==> src/rtl/demux4_7b_capture_pkg.sv <==
// Shared defaults and types for the four-slot 7-segment frame capture block.
package demux4_7b_capture_pkg;

   localparam int WIDTH = 7;
   localparam logic [WIDTH-1:0] BLANK = 7'h7F;

   typedef enum logic {
      COLLECT = 1'b0,
      COMMIT  = 1'b1
   } state_e;

   typedef logic [1:0] slot_idx_t;

   // In ordered mode the number of captured slots is the next slot we expect.
   function automatic logic [2:0] popcount4(input logic [3:0] mask);
      logic [2:0] n;
      n = 3'd0;
      for (int i = 0; i < 4; i++) begin
         n = n + {2'b00, mask[i]};
      end
      return n;
   endfunction

endpackage

==> src/rtl/demux4_7b_capture_slot.sv <==
// One frame slot: a shadow register filled by beats and an output register
// that only changes when the whole frame commits.
module demux_slot_7b
   import demux4_7b_capture_pkg::*;
#(
   parameter int                 WIDTH = demux4_7b_capture_pkg::WIDTH,
   parameter logic [WIDTH-1:0]   BLANK = demux4_7b_capture_pkg::BLANK
) (
   input  logic             clk,
   input  logic             rst_n,
   input  logic             load_i,
   input  logic             commit_i,
   input  logic [WIDTH-1:0] din_i,
   output logic [WIDTH-1:0] out_o
);

   logic [WIDTH-1:0] shadow_q, shadow_d;
   logic [WIDTH-1:0] out_q, out_d;

   // The completing beat commits in the same edge it loads, so bypass the
   // shadow for the slot that is being written right now.
   always_comb begin
      shadow_d = shadow_q;
      out_d    = out_q;
      if (load_i) begin
         shadow_d = din_i;
      end
      if (commit_i) begin
         out_d = load_i ? din_i : shadow_q;
      end
   end

   always_ff @(posedge clk) begin
      if (!rst_n) begin
         shadow_q <= '0;
         out_q    <= BLANK;
      end else begin
         shadow_q <= shadow_d;
         out_q    <= out_d;
      end
   end

   assign out_o = out_q;

endmodule

==> src/rtl/demux4_7b_capture.sv <==
// Collects four time-multiplexed 7-segment slots into a frame and publishes
// the frame atomically, flagging out-of-sequence beats.
module demux4_7b_capture
   import demux4_7b_capture_pkg::*;
#(
   parameter int               WIDTH        = demux4_7b_capture_pkg::WIDTH,
   parameter logic [WIDTH-1:0] BLANK        = demux4_7b_capture_pkg::BLANK,
   parameter int               STRICT_ORDER = 1
) (
   input  logic             clk,
   input  logic             rst_n,
   input  logic [WIDTH-1:0] din,
   input  logic             s0,
   input  logic             s1,
   input  logic             valid,
   output logic             ready,
   output logic [WIDTH-1:0] out_a,
   output logic [WIDTH-1:0] out_b,
   output logic [WIDTH-1:0] out_c,
   output logic [WIDTH-1:0] out_d,
   output logic             frame_valid,
   output logic             seq_err,
   output logic [7:0]       frame_cnt
);

   state_e     state_q, state_d;
   logic [3:0] mask_q, mask_d;
   logic       seqErr_q, seqErr_d;
   logic       frameValid_q, frameValid_d;
   logic [7:0] frameCnt_q, frameCnt_d;
   logic [3:0] loadVec;
   logic       commit;
   slot_idx_t  beatIdx;
   logic [3:0] beatHot;

   logic [WIDTH-1:0] slotOut [4];

   assign beatIdx = {s1, s0};
   assign beatHot = 4'b0001 << beatIdx;

   // Next-state logic: beats are only accepted in COLLECT, and COMMIT always
   // lasts exactly one cycle before collection resumes with an empty mask.
   always_comb begin
      state_d      = state_q;
      mask_d       = mask_q;
      seqErr_d     = 1'b0;
      frameValid_d = 1'b0;
      frameCnt_d   = frameCnt_q;
      loadVec      = 4'b0000;
      commit       = 1'b0;
      unique case (state_q)
         COLLECT: begin
            if (valid) begin
               if (STRICT_ORDER != 0) begin
                  if ({1'b0, beatIdx} != popcount4(mask_q)) begin
                     seqErr_d = 1'b1;
                     mask_d   = 4'b0000;
                     if (beatIdx == 2'd0) begin
                        mask_d  = 4'b0001;
                        loadVec = 4'b0001;
                     end
                  end else begin
                     mask_d  = mask_q | beatHot;
                     loadVec = beatHot;
                  end
               end else begin
                  loadVec = beatHot;
                  if ((mask_q & beatHot) != 4'b0000) begin
                     seqErr_d = 1'b1;
                     mask_d   = beatHot;
                  end else begin
                     mask_d = mask_q | beatHot;
                  end
               end
               if (mask_d == 4'b1111) begin
                  state_d      = COMMIT;
                  commit       = 1'b1;
                  frameValid_d = 1'b1;
                  frameCnt_d   = frameCnt_q + 8'd1;
               end
            end
         end
         COMMIT: begin
            mask_d  = 4'b0000;
            state_d = COLLECT;
         end
      endcase
   end

   always_ff @(posedge clk) begin
      if (!rst_n) begin
         state_q      <= COLLECT;
         mask_q       <= 4'b0000;
         seqErr_q     <= 1'b0;
         frameValid_q <= 1'b0;
         frameCnt_q   <= 8'd0;
      end else begin
         state_q      <= state_d;
         mask_q       <= mask_d;
         seqErr_q     <= seqErr_d;
         frameValid_q <= frameValid_d;
         frameCnt_q   <= frameCnt_d;
      end
   end

   for (genvar g = 0; g < 4; g++) begin : gSlot
      demux_slot_7b #(
         .WIDTH (WIDTH),
         .BLANK (BLANK)
      ) uSlot (
         .clk      (clk),
         .rst_n    (rst_n),
         .load_i   (loadVec[g]),
         .commit_i (commit),
         .din_i    (din),
         .out_o    (slotOut[g])
      );
   end

   assign ready       = (state_q == COLLECT);
   assign out_a       = slotOut[0];
   assign out_b       = slotOut[1];
   assign out_c       = slotOut[2];
   assign out_d       = slotOut[3];
   assign frame_valid = frameValid_q;
   assign seq_err     = seqErr_q;
   assign frame_cnt   = frameCnt_q;

endmodule

==> config.mk <==
export PLATFORM = sky130hd
export DESIGN_NAME = demux4_7b_capture
export DESIGN_NICKNAME = d
export VERILOG_FILES = /design/src/rtl/demux4_7b_capture_pkg.sv /design/src/rtl/demux4_7b_capture_slot.sv /design/src/rtl/demux4_7b_capture.sv
export SDC_FILE = /design/constraint.sdc
export NUM_CORES = 1
export LEC_CHECK = 0
export BUFFER_PORTS_ARGS = -buffer_cell sky130_fd_sc_hd__buf_2
export CORE_AREA = 2 2 101 78
export DETAILED_ROUTE_END_ITERATION = 8
export DIE_AREA = 0 0 103 80
export PLACE_DENSITY = 0.58
export SETUP_SLACK_MARGIN = 0.3
export SLEW_MARGIN = 20
export SYNTH_ARGS = -nofsm -noshare
export SYNTH_HDL_FRONTEND = slang
export SYNTH_SLANG_ARGS = --single-unit
==> constraint.sdc <==
create_clock -name clk -period 4 [get_ports clk]
set_input_delay 0.6 -clock clk [delete_from_list [all_inputs] [get_ports clk]]
set_output_delay 0.6 -clock clk [all_outputs]
set_load 0.03 [all_outputs]
==> out/qor.yml, run 1 <==
synth_most_common_cell: "dfxtp_1"
dr.pass1.iters: 4
synthesis.nets: 303
fin_crit_ns: 3.05
grt_pass1_wl_um: 9380
grt_max_degree: 51
synth.area.top_cells: "dfxtp_1 (50%), mux2_4 (7.4%), nor2_1 (6.6%)"
synth-seq-cells: 70
wl_um: 5800
cts-root-buf: "clkbuf_8"
required_ns: 4.23
cts_max_level: 3
slowest_delay_ns: 0.53
synth-edff-count: 0
grt_antenna_before_repair: 0
cts-resized-gates: 0
rsz0062_at_grt: "false"
die_h_um: 80
num_vias: 2082
post_cts_buffers: 0
finalNetCount: 352
ys_top_cells_by_count: "dfxtp_1 (70), nor2_1 (50), and2_1 (19)"
antenna_left: 0
worstPathArrival_ns: 3.28
clkTransAtPathRegs_ns: 0.07
post_drt_wl_per_cell_um: 13.1
maxCapViolations: 0
layout-drive-gt1-share_pct: 28.4
yosysTopAreaCellShare_pct: 49.6
setup_viol: 0
ys_types: 41
clock_skew_ns: 0.00657
hold_viol: 0
core-area_um2: 7230
grt-ovfl-total: 0
crit_type: "register to register"
cp-start-kind: "register"
yosysTopAreaCell: "dfxtp_1"
cts_inserted_buffers: 9
num_antenna_cells: 0
drtIter0Drc: 45
final_area_um2: 3380
gp_congestion: 0.783
path_buf_inv: 3
cts_sinks: 70
cp_max_fo: 27
syn_inst: 287
clk_latency_ns: 0.34
path_cells: "inv_1, fa_1, inv_1, ha_1, ha_1, or3b_4, nor3_2, o21a_1, buf_4, nand3_1, o31a_1"
drc: 0
status: "finished clean"
yosysWarnings: 0
gr-usage-all-layers_pct: 14.9
final_cells: 442
syn_area_um2: 2830
io_buffer_count: 50
area_growth_pct: 19.5
finalMaxSlewViolations: 0
async_flop_share_pct: 0
die_w_um: 103
hold_slack_ns: 0.481
fin_setup_tns_ns: 0
grt_pass1_vias: 1873
holdCritPathClass: "register to register"
critPathTopFamily: "simple AND/OR/NAND/NOR gates"
p_leak_nw: 1.40
relSlewSlack_pct: 57.9
vdd_ir_drop_max_mv: 0.230
dpl-instance-area_um2: 3160
placed_cells: 426
power_density_nw_per_um2: 405
clockBufferDepth: 2
cp_slowest_cell: "fa_1"
dieArea_um2: 8240
avgSynthCellArea_um2: 9.85
ys_seq_area_share_pct: 49.6
avgViaCountPerCell: 4.71
start_util_pct: 39.1
io_pins: 51
period_share_pct: 76.3
endpoint_kind: "register"
clock.fmax_mhz: 328
hold_buffers: 0
std_cell_rows: 27
ys.flop_type: "dfxtp_1"
dp_hpwl_um: 3880
worstMarginPinSlew_ns: 0.628
cts_tree: "built"
==> cell type report <==
class	instances	area, um2
well taps	101	126
flip-flops and latches	70	1400
fillers	724	3850
multi-input cells	192	1310
clock inverters	2	37.5
repair buffers	56	295
clock buffers	14	183
inverters	7	26.3
==> worst paths after layout <==
check,startpoint,endpoint,slack [ns],cells after the start
worst min-delay path,gSlot[3].uSlot.out_o[4]$_SDFFE_PN1P_,gSlot[3].uSlot.out_o[4]$_SDFFE_PN1P_,0.48,1
worst max-delay path,mask_q[0]$_SDFFE_PN0P_,gSlot[3].uSlot.out_o[3]$_SDFFE_PN1P_,0.95,11
worst min register to register,gSlot[3].uSlot.out_o[4]$_SDFFE_PN1P_,gSlot[3].uSlot.out_o[4]$_SDFFE_PN1P_,0.48,1
worst max register to register,mask_q[0]$_SDFFE_PN0P_,gSlot[3].uSlot.out_o[3]$_SDFFE_PN1P_,0.95,11
==> worst register-to-register path, stage by stage, from the launching register on <==
cell and delay [ns]:
dfxtp_1 0.36, inv_1 0.07, fa_1 0.53, inv_1 0.04, ha_1 0.17, ha_1 0.19
or3b_4 0.44, nor3_2 0.37, o21a_1 0.21, buf_4 0.30, nand3_1 0.14, o31a_1 0.14
==> cells in the final DEF (no fill, tap or decap), drive strengths merged, types with 2 or more instances in the layout <==
master    n
nand3     6
and2     20
nor2     51
nor3      9
a21oi     4
mux2i    12
inv       7
nand2     8
o21a      2
o2111ai   2
mux2     17
xor2      4
a211oi    2
dfxtp    70
a31oi     7
or3       4
a22o      2
or4       2
buf      56
ha        3
o31a      4
o21ai    22
clkbuf   14
==> sequential cells by signal (all words and copies together) (netlist names) <==
signal                cells
state_q                   1
frame_cnt                 8
mask_q                    4
gSlot.uSlot.shadow_q     28
gSlot.uSlot.out_o        28
seq_err                   1
==> per-stage QoR <==
| step | util (%) | total power [mW] | worst slack, ns |
|---|---|---|---|
| final | 46.7 | 1.37 | 0.948 |
| after global routing | 46.7 | 1.43 | 0.757 |
| after CTS | 46.7 | 1.39 | 0.944 |
| after detailed placement | 43.7 | 0.774 | 0.948 |
| after global placement | 43.7 | 0.774 | 0.970 |
| after floorplan | - | 0.753 | 1.07 |
==> metal layers <==
metal,vias to the layer above,global-route usage (%),routed length (um)
li1,1078,-,-
met2,54,21.3,2430
met3,6,5.69,339
met4,0,4.74,33
met5,-,0,0
met1,944,20.6,3000
==> logic make-up (layout without fill, tap and decap cells) <==
family	after synthesis	in the layout	share of synthesized area (%)
and+or+nand+nor	107	107	19.3
buffers and inverters	25	79	4.38
AOI/OAI and AO/OA	47	47	10.2
xor gates and xnor gates	5	5	1.55
DFF	70	70	49.6
adders and majority gates	4	4	2.04
muxes	29	29	12.9
==> power breakdown <==
part	internal, mW	switching [mW]
sequential	0.701	0.00150
combinational	0.0192	0.0355
clock	0.357	0.255
(Power assumes the default switching activity.)
==> run 2, diff against run 1 <==
--- a/config.mk
+++ b/config.mk
@@ -5,11 +5,12 @@
 export SDC_FILE = /design/constraint.sdc
 export NUM_CORES = 1
 export LEC_CHECK = 0
+export ABC_AREA = 1
 export BUFFER_PORTS_ARGS = -buffer_cell sky130_fd_sc_hd__buf_2
-export CORE_AREA = 2 2 101 78
+export CORE_AREA = 2 2 100 78
 export DETAILED_ROUTE_END_ITERATION = 8
-export DIE_AREA = 0 0 103 80
-export PLACE_DENSITY = 0.58
+export DIE_AREA = 0 0 102 80
+export PLACE_DENSITY = 0.59
 export SETUP_SLACK_MARGIN = 0.3
 export SLEW_MARGIN = 20
 export SYNTH_ARGS = -nofsm -noshare
==> constraint.sdc (replaced) <==
create_clock -name clk -period 3.1 [get_ports clk]
set_input_delay 0.465 -clock clk [delete_from_list [all_inputs] [get_ports clk]]
set_output_delay 0.465 -clock clk [all_outputs]
set_load 0.03 [all_outputs]
==> out/qor.yml, run 2 <==
cts_max_level: 3  # unchanged
placed_cells: 502  # was 426
synthMuxAreaShare_pct: 2.49  # was 12.9%
syn_inst: 363  # was 287
std_cell_rows: 27  # unchanged
ys_top_cells_by_count: "nand2_1 (71), dfxtp_1 (70), nor2_1 (42)"  # was dfxtp_1 (70), nor2_1 (50), and2_1 (19)
fin_crit_ns: 2.70  # was 3.05 ns
cts_inserted_buffers: 9  # unchanged
final_common_cell: "dfxtp_1"  # unchanged
avgSynthCellArea_um2: 7.74  # was 9.85 um2
ys.flop_type: "dfxtp_1"  # unchanged
synth-seq-cells: 70  # unchanged
die_w_um: 102  # was 103 um
clk_latency_ns: 0.35  # was 0.34 ns
vdd_ir_drop_max_mv: 0.272  # was 0.230 mV
cts-root-buf: "clkbuf_8"  # unchanged
relSlewSlack_pct: 32.7  # was 57.9%
setup_viol: 0  # unchanged
gp_congestion: 0.840  # was 0.783
grt_pass1_vias: 2178  # was 1873
post-place-ws_ns: 0.270  # was 0.948 ns
clkTransAtPathRegs_ns: 0.08  # was 0.07 ns
clock_skew_ns: 0.00778  # was 0.00657 ns
hold_buffers: 0  # unchanged
synth_top_family_by_area: "simple AND/OR/NAND/NOR gates"  # unchanged
layout-drive-gt1-share_pct: 27.3  # was 28.4%
hold_depth: 3  # was 1
cp_max_fo: 7  # was 27
synth-xor-area-share_pct: 0  # was 1.55%
async_flop_share_pct: 0  # unchanged
finalMaxSlewViolations: 0  # unchanged
finalWorstSetupSlack_ns: 0.402  # was 0.948 ns
endpoint_kind: "register"  # unchanged
core-area_um2: 7160  # was 7230 um2
synthSimpleGateAreaFrac_pct: 22.9  # was 19.3%
cp-start-kind: "register"  # unchanged
wl_um: 7110  # was 5800 um
ys_types: 27  # was 41
finalNetCount: 440  # was 352
clockBufferDepth: 2  # unchanged
syn_area_um2: 2810  # was 2830 um2
fin_setup_tns_ns: 0  # unchanged
die_h_um: 80  # unchanged
gr-usage-all-layers_pct: 16.5  # was 14.9%
start_util_pct: 39.2  # was 39.1%
worstMarginPinSlew_ns: 1.01  # was 0.628 ns
post_drt_wl_per_cell_um: 13.4  # was 13.1 um
worstPathArrival_ns: 2.93  # was 3.28 ns
num_vias: 2505  # was 2082
crit_type: "register to register"  # unchanged
drc: 0  # unchanged
grt-ovfl-total: 0  # unchanged
required_ns: 3.33  # was 4.23 ns
synth.area.top_cells: "dfxtp_1 (50%), nand2_1 (9.5%), o21ai_1 (6.8%)"  # was dfxtp_1 (50%), mux2_4 (7.4%), nor2_1 (6.6%)
worstRegToRegCells: 15  # was 11
clock.fmax_mhz: 371  # was 328 MHz
final_cell_mix: "dfxtp_1 (68), nand2_1 (67), buf_2 (50), nor2_1 (41), o21ai_1 (39)"  # was dfxtp_1 (70), nor2_1 (50), buf_2 (50), and2_1 (19), o21ai_1 (18)
grt_antenna_before_repair: 0  # unchanged
synth_compound_area_share_pct: 14.5  # was 10.2%
p_leak_nw: 1.65  # was 1.40 nW
final_cells: 530  # was 442
io_buffer_count: 50  # unchanged
grt_pass1_wl_um: 10500  # was 9380 um
yosysWarnings: 0  # unchanged
num_antenna_cells: 0  # unchanged
hold_slack_ns: 0.440  # was 0.481 ns
synth_fa_ha_area_share_pct: 2.05  # was 2.04%
cts_tree: "built"  # unchanged
hold_viol: 0  # unchanged
status: "finished clean"  # unchanged
period_share_pct: 87.0  # was 76.3%
ys_seq_area_share_pct: 49.9  # was 49.6%
rsz0062_at_grt: "true"  # was false
dr.pass1.iters: 4  # unchanged
maxCapViolations: 0  # unchanged
holdCritPathClass: "input port to register"  # was register to register
yosysTopAreaCell: "dfxtp_1"  # unchanged
grt_max_degree: 56  # was 51
power_density_nw_per_um2: 517  # was 405 nW/um2
dieArea_um2: 8160  # was 8240 um2
cts_sinks: 70  # unchanged
dp_hpwl_um: 4430  # was 3880 um
area_growth_pct: 30.7  # was 19.5%
fillCellCount: 706  # was 724
yosysTopAreaCellShare_pct: 49.9  # was 49.6%
drtIter0Drc: 141  # was 45
io_pins: 51  # unchanged
avgViaCountPerCell: 4.73  # was 4.71
synthesis.nets: 379  # was 303
synth-edff-count: 0  # unchanged
antenna_left: 0  # unchanged
synth_most_common_cell: "nand2_1"  # was dfxtp_1
==> run 2: cell types whose count changed in the layout (fill, tap and decap cells not counted), moves of 6 or more <==
| cell | previous run | this run |
|---|---|---|
| nand3_1 | 6 | 16 |
| nor2_1 | 50 | 41 |
| nand2_1 | 8 | 67 |
| and2_1 | 19 | 0 |
| inv_2 | 0 | 11 |
| a21oi_2 | 0 | 6 |
| mux2_4 | 14 | 0 |
| o21ai_1 | 18 | 39 |
| a31oi_1 | 7 | 0 |
| a21oi_1 | 4 | 25 |
| inv_1 | 7 | 29 |
==> run 2: report_power, final <==
group | internal (mW) | total [mW] | switching (mW)
logic | 0.0322 | 0.112 | 0.0799
clock network | 0.522 | 0.872 | 0.350
registers | 0.910 | 0.914 | 0.00400
total | 1.46 | 1.90 | 0.434
==> run 2: cell families (layout without fill, tap and decap cells) <==
family          count (synthesis)  after routing
compound gates                 80             80
fa+ha+maj                       4              4
buf+inv                        55            121
simple gates                  147            147
mux                             7              7
flops                          70             70
==> run 2: what timing repair did <==
item	in CTS	in global routing
pin swaps	0	11
cloned	0	5
gates resized for setup	2	32
buffers inserted	0	7
endpoints found under the setup margin	13	55
==> run 2: stage by stage <==
stage                     power, mW  utilization, %  instance area, um2
after CTS                      1.90            47.3                3380
after detailed placement       1.03            43.7                3130
after global placement         1.03            43.7                3130
after global routing           1.97            51.3                3670
final                          1.90            51.3                3670
after floorplan                1.00               -                2810
==> run 2: worst paths after layout <==
kind                          start                                    end  slack, ns
max          mask_q[0]$_SDFFE_PN0P_   gSlot[0].uSlot.out_o[4]$_SDFFE_PN1P_       0.40
min                          din[4]  gSlot[3].uSlot.shadow_q[4]$_SDFF_PN0_       0.44
max reg2reg  mask_q[0]$_SDFFE_PN0P_   gSlot[0].uSlot.out_o[4]$_SDFFE_PN1P_       0.40
min reg2reg  mask_q[3]$_SDFFE_PN0P_                 mask_q[3]$_SDFFE_PN0P_       0.47
==> run 2: routing by layer <==
layer	vias up	GRT usage, %	wire length (um)
met3	7	5.60	331
met5	-	0	0
li1	1303	-	-
met2	52	25.1	3250
met1	1143	22.1	3460
met4	0	4.93	73
==> run 2: critical path: stages, from the launching register on <==
cell	delay, ns
dfxtp_4	0.37
inv_2	0.04
fa_1	0.51
inv_2	0.05
ha_4	0.15
ha_4	0.26
inv_2	0.03
nand2_2	0.07
nand2_2	0.07
nor2_4	0.12
nand2_2	0.07
nor2_4	0.17
nand3_4	0.22
clkbuf_16	0.23
a21oi_2	0.13
o21ai_1	0.09
==> run 2: cell type report <==
| cell class | count | area [um2] | area share (%) |
|---|---|---|---|
| Clock buffer | 12 | 165 | 4.50 |
| Clock inverter | 4 | 76.3 | 2.08 |
| Inverter | 40 | 150 | 4.09 |
| Multi-Input combinational cell | 238 | 1270 | 34.6 |
| Sequential cell | 70 | 1410 | 38.3 |
| Tap cell | 101 | 126 | 3.44 |
| Timing Repair Buffer | 65 | 478 | 13.0 |
==> run 3, diff against run 2 <==
--- a/config.mk
+++ b/config.mk
@@ -10,7 +10,7 @@
 export CORE_AREA = 2 2 100 78
 export DETAILED_ROUTE_END_ITERATION = 8
 export DIE_AREA = 0 0 102 80
-export PLACE_DENSITY = 0.59
+export PLACE_DENSITY = 0.61
 export SETUP_SLACK_MARGIN = 0.3
 export SLEW_MARGIN = 20
 export SYNTH_ARGS = -nofsm -noshare
==> constraint.sdc (replaced) <==
create_clock -name clk -period 2.43 [get_ports clk]
set_input_delay 0.3645 -clock clk [delete_from_list [all_inputs] [get_ports clk]]
set_output_delay 0.3645 -clock clk [all_outputs]
set_load 0.03 [all_outputs]
==> out/qor.yml, run 3 (same netlist as run 2, synthesis figures left out) <==
status: "finished with violations"  # was finished clean
violations: "setup timing"
combPwrFrac_pct: 9.0  # was 5.9%
std_cell_rows: 27  # unchanged
power_density_nw_per_um2: 578  # was 517 nW/um2
grt_pass1_wl_um: 12200  # was 10500 um
required_ns: 2.63  # was 3.33 ns
grt_antenna_before_repair: 0  # unchanged
die_h_um: 80  # unchanged
core-area_um2: 7160  # unchanged
setup_viol: 57  # was 0
crit_type: "register to register"  # unchanged
worstPathArrival_ns: 2.81  # was 2.93 ns
clockBufferDepth: 2  # unchanged
clkTransAtPathRegs_ns: 0.08  # about the same
cts_max_level: 3  # unchanged
dieArea_um2: 8160  # unchanged
worstMarginPinSlew_ns: 1.08  # was 1.01 ns
vdd_ir_drop_max_mv: 0.354  # was 0.272 mV
wl_um: 7840  # was 7110 um
hold_start: "din[6]"  # was din[4]
cts-root-buf: "clkbuf_8"  # unchanged
relSlewSlack_pct: 27.8  # was 32.7%
dr.pass1.iters: 4  # unchanged
p_leak_nw: 1.79  # was 1.65 nW
drtIter0Drc: 111  # was 141
final_area_um2: 4150  # was 3670 um2
power_frac_seq_pct: 48.6  # was 48.2%
grt_pass1_vias: 2483  # was 2178
postLayoutCoreUtil_pct: 58.0  # was 51.3%
period_share_pct: 107  # was 87.0%
finalWorstSetupSlack_ns: -0.180  # was 0.402 ns
io_buffer_count: 50  # unchanged
total_power_mw: 2.40  # was 1.90 mW
avgViaCountPerCell: 4.98  # was 4.73
fin_crit_ns: 2.61  # was 2.70 ns
grt_max_degree: 56  # unchanged
hold_viol: 0  # unchanged
hold_slack_ns: 0.362  # was 0.440 ns
sw_frac_of_total_pct: 24.9  # was 22.9%
reg2reg_from: "mask_q[0]$_SDFFE_PN0P_"  # unchanged
crit_path_start: "mask_q[0]$_SDFFE_PN0P_"  # unchanged
grtUsageMet2_pct: 29.5  # was 25.1%
rsz0062_at_grt: "true"  # unchanged
start_util_pct: 39.2  # unchanged
io_pins: 51  # unchanged
holdCritPathClass: "input port to register"  # unchanged
cts_inserted_buffers: 9  # unchanged
antenna_left: 0  # unchanged
grt.met3_usage_pct: 5.25  # was 5.60%
clk_latency_ns: 0.34  # was 0.35 ns
finalMaxSlewViolations: 0  # unchanged
num_vias: 2730  # was 2505
drc: 0  # unchanged
final_cell_mix: "dfxtp_1 (68), buf_2 (50), nand2_1 (48), nor2_1 (41), inv_1 (30)"  # was dfxtp_1 (68), nand2_1 (67), buf_2 (50), nor2_1 (41), o21ai_1 (39)
cts_sinks: 70  # unchanged
grt-ovfl-total: 0  # unchanged
endpoint_kind: "register"  # unchanged
gp_congestion: 0.841  # was 0.840
p_int_mw: 1.80  # was 1.46 mW
grt_util_met1_pct: 26.9  # was 22.1%
dp_hpwl_um: 4350  # was 4430 um
cts_tree: "built"  # unchanged
post_drt_wl_per_cell_um: 14.3  # was 13.4 um
area_growth_pct: 47.8  # was 30.7%
gr-usage-all-layers_pct: 19.5  # was 16.5%
clock.fmax_mhz: 383  # was 371 MHz
clock_skew_ns: 0.00886  # was 0.00778 ns
dpl-instance-area_um2: 3340  # was 3130 um2
final_common_cell: "dfxtp_1"  # unchanged
placed_cells: 512  # was 502
finalNetCount: 458  # was 440
cp-start-kind: "register"  # unchanged
final_cells: 548  # was 530
power.share.clock_pct: 42.4  # was 45.9%
die_w_um: 102  # unchanged
power.switching_mw: 0.598  # was 0.434 mW
num_antenna_cells: 0  # unchanged
maxCapViolations: 0  # unchanged
layout-drive-gt1-share_pct: 44.1  # was 27.3%
cp_max_fo: 5  # was 7
busiest_layer: "met2"  # unchanged
-- run 3: what timing repair did --
item | 4_1_cts | 5_1_grt
pin swaps | 33 | 25
setup buffers | 9 | 5
gates cloned | 4 | 2
setup endpoints to repair | 62 | 63
resized for setup | 62 | 36
hold buffers | 0 | 0
-- run 3: worst max-delay path, stage by stage, from the launching register on --
cell and delay (ns):
dfxtp_2 0.34, inv_2 0.04, fa_1 0.52, inv_1 0.04, ha_2 0.17, ha_4 0.27
inv_2 0.03, nand2_2 0.07, nand3_2 0.09, nor2_4 0.19, buf_6 0.15, nand2_4 0.07
o21ai_0 0.26, nand2_1 0.09, nand2_1 0.07, nand3_1 0.07
-- run 3: worst paths after layout --
check / end / slack, ns / cells past startpoint
setup / recovery: gSlot[3].uSlot.out_o[3]$_SDFFE_PN1P_ / -0.18 / 15
hold / removal: gSlot[3].uSlot.shadow_q[6]$_SDFF_PN0_ / 0.36 / 3
setup reg to reg: gSlot[3].uSlot.out_o[3]$_SDFFE_PN1P_ / -0.18 / 15
hold reg to reg: gSlot[1].uSlot.out_o[1]$_SDFFE_PN1P_ / 0.48 / 2
-- run 3: routing by layer --
| layer | vias to the layer above | part of all wire, % |
|---|---|---|
| met5 | - | 0 |
| met4 | 0 | 1.6 |
| met3 | 14 | 3.9 |
| met2 | 62 | 46 |
| met1 | 1308 | 48 |
| li1 | 1346 | - |
-- run 3: cell type report --
type,count,area [um2]
clock buffer,12,165
sequential,70,1400
inverter,40,150
fill,660,3010
multi-input combinational,239,1590
clock inverter,4,52.6
tap,101,126
timing repair buffer,82,662
-- run 3: power groups by stage --
stage          combinational, mW  sequential (mW)  clock (mW)
2_1_floorplan             0.0939             1.20           0
3_5_place_dp               0.151             1.19           0
4_1_cts                    0.190             1.17        1.04
5_1_grt                    0.234             1.17        1.08
6_report                   0.217             1.17        1.02
3_3_place_gp               0.150             1.19           0
-- run 3: stage by stage --
stage | setup TNS (ns) | setup slack, ns
after global placement | -1.70 | -0.0654
after CTS | -3.36 | -0.0993
final | -6.69 | -0.180
after detailed placement | -2.85 | -0.103
after global routing | -13.24 | -0.290
after floorplan | -0.150 | -0.0105
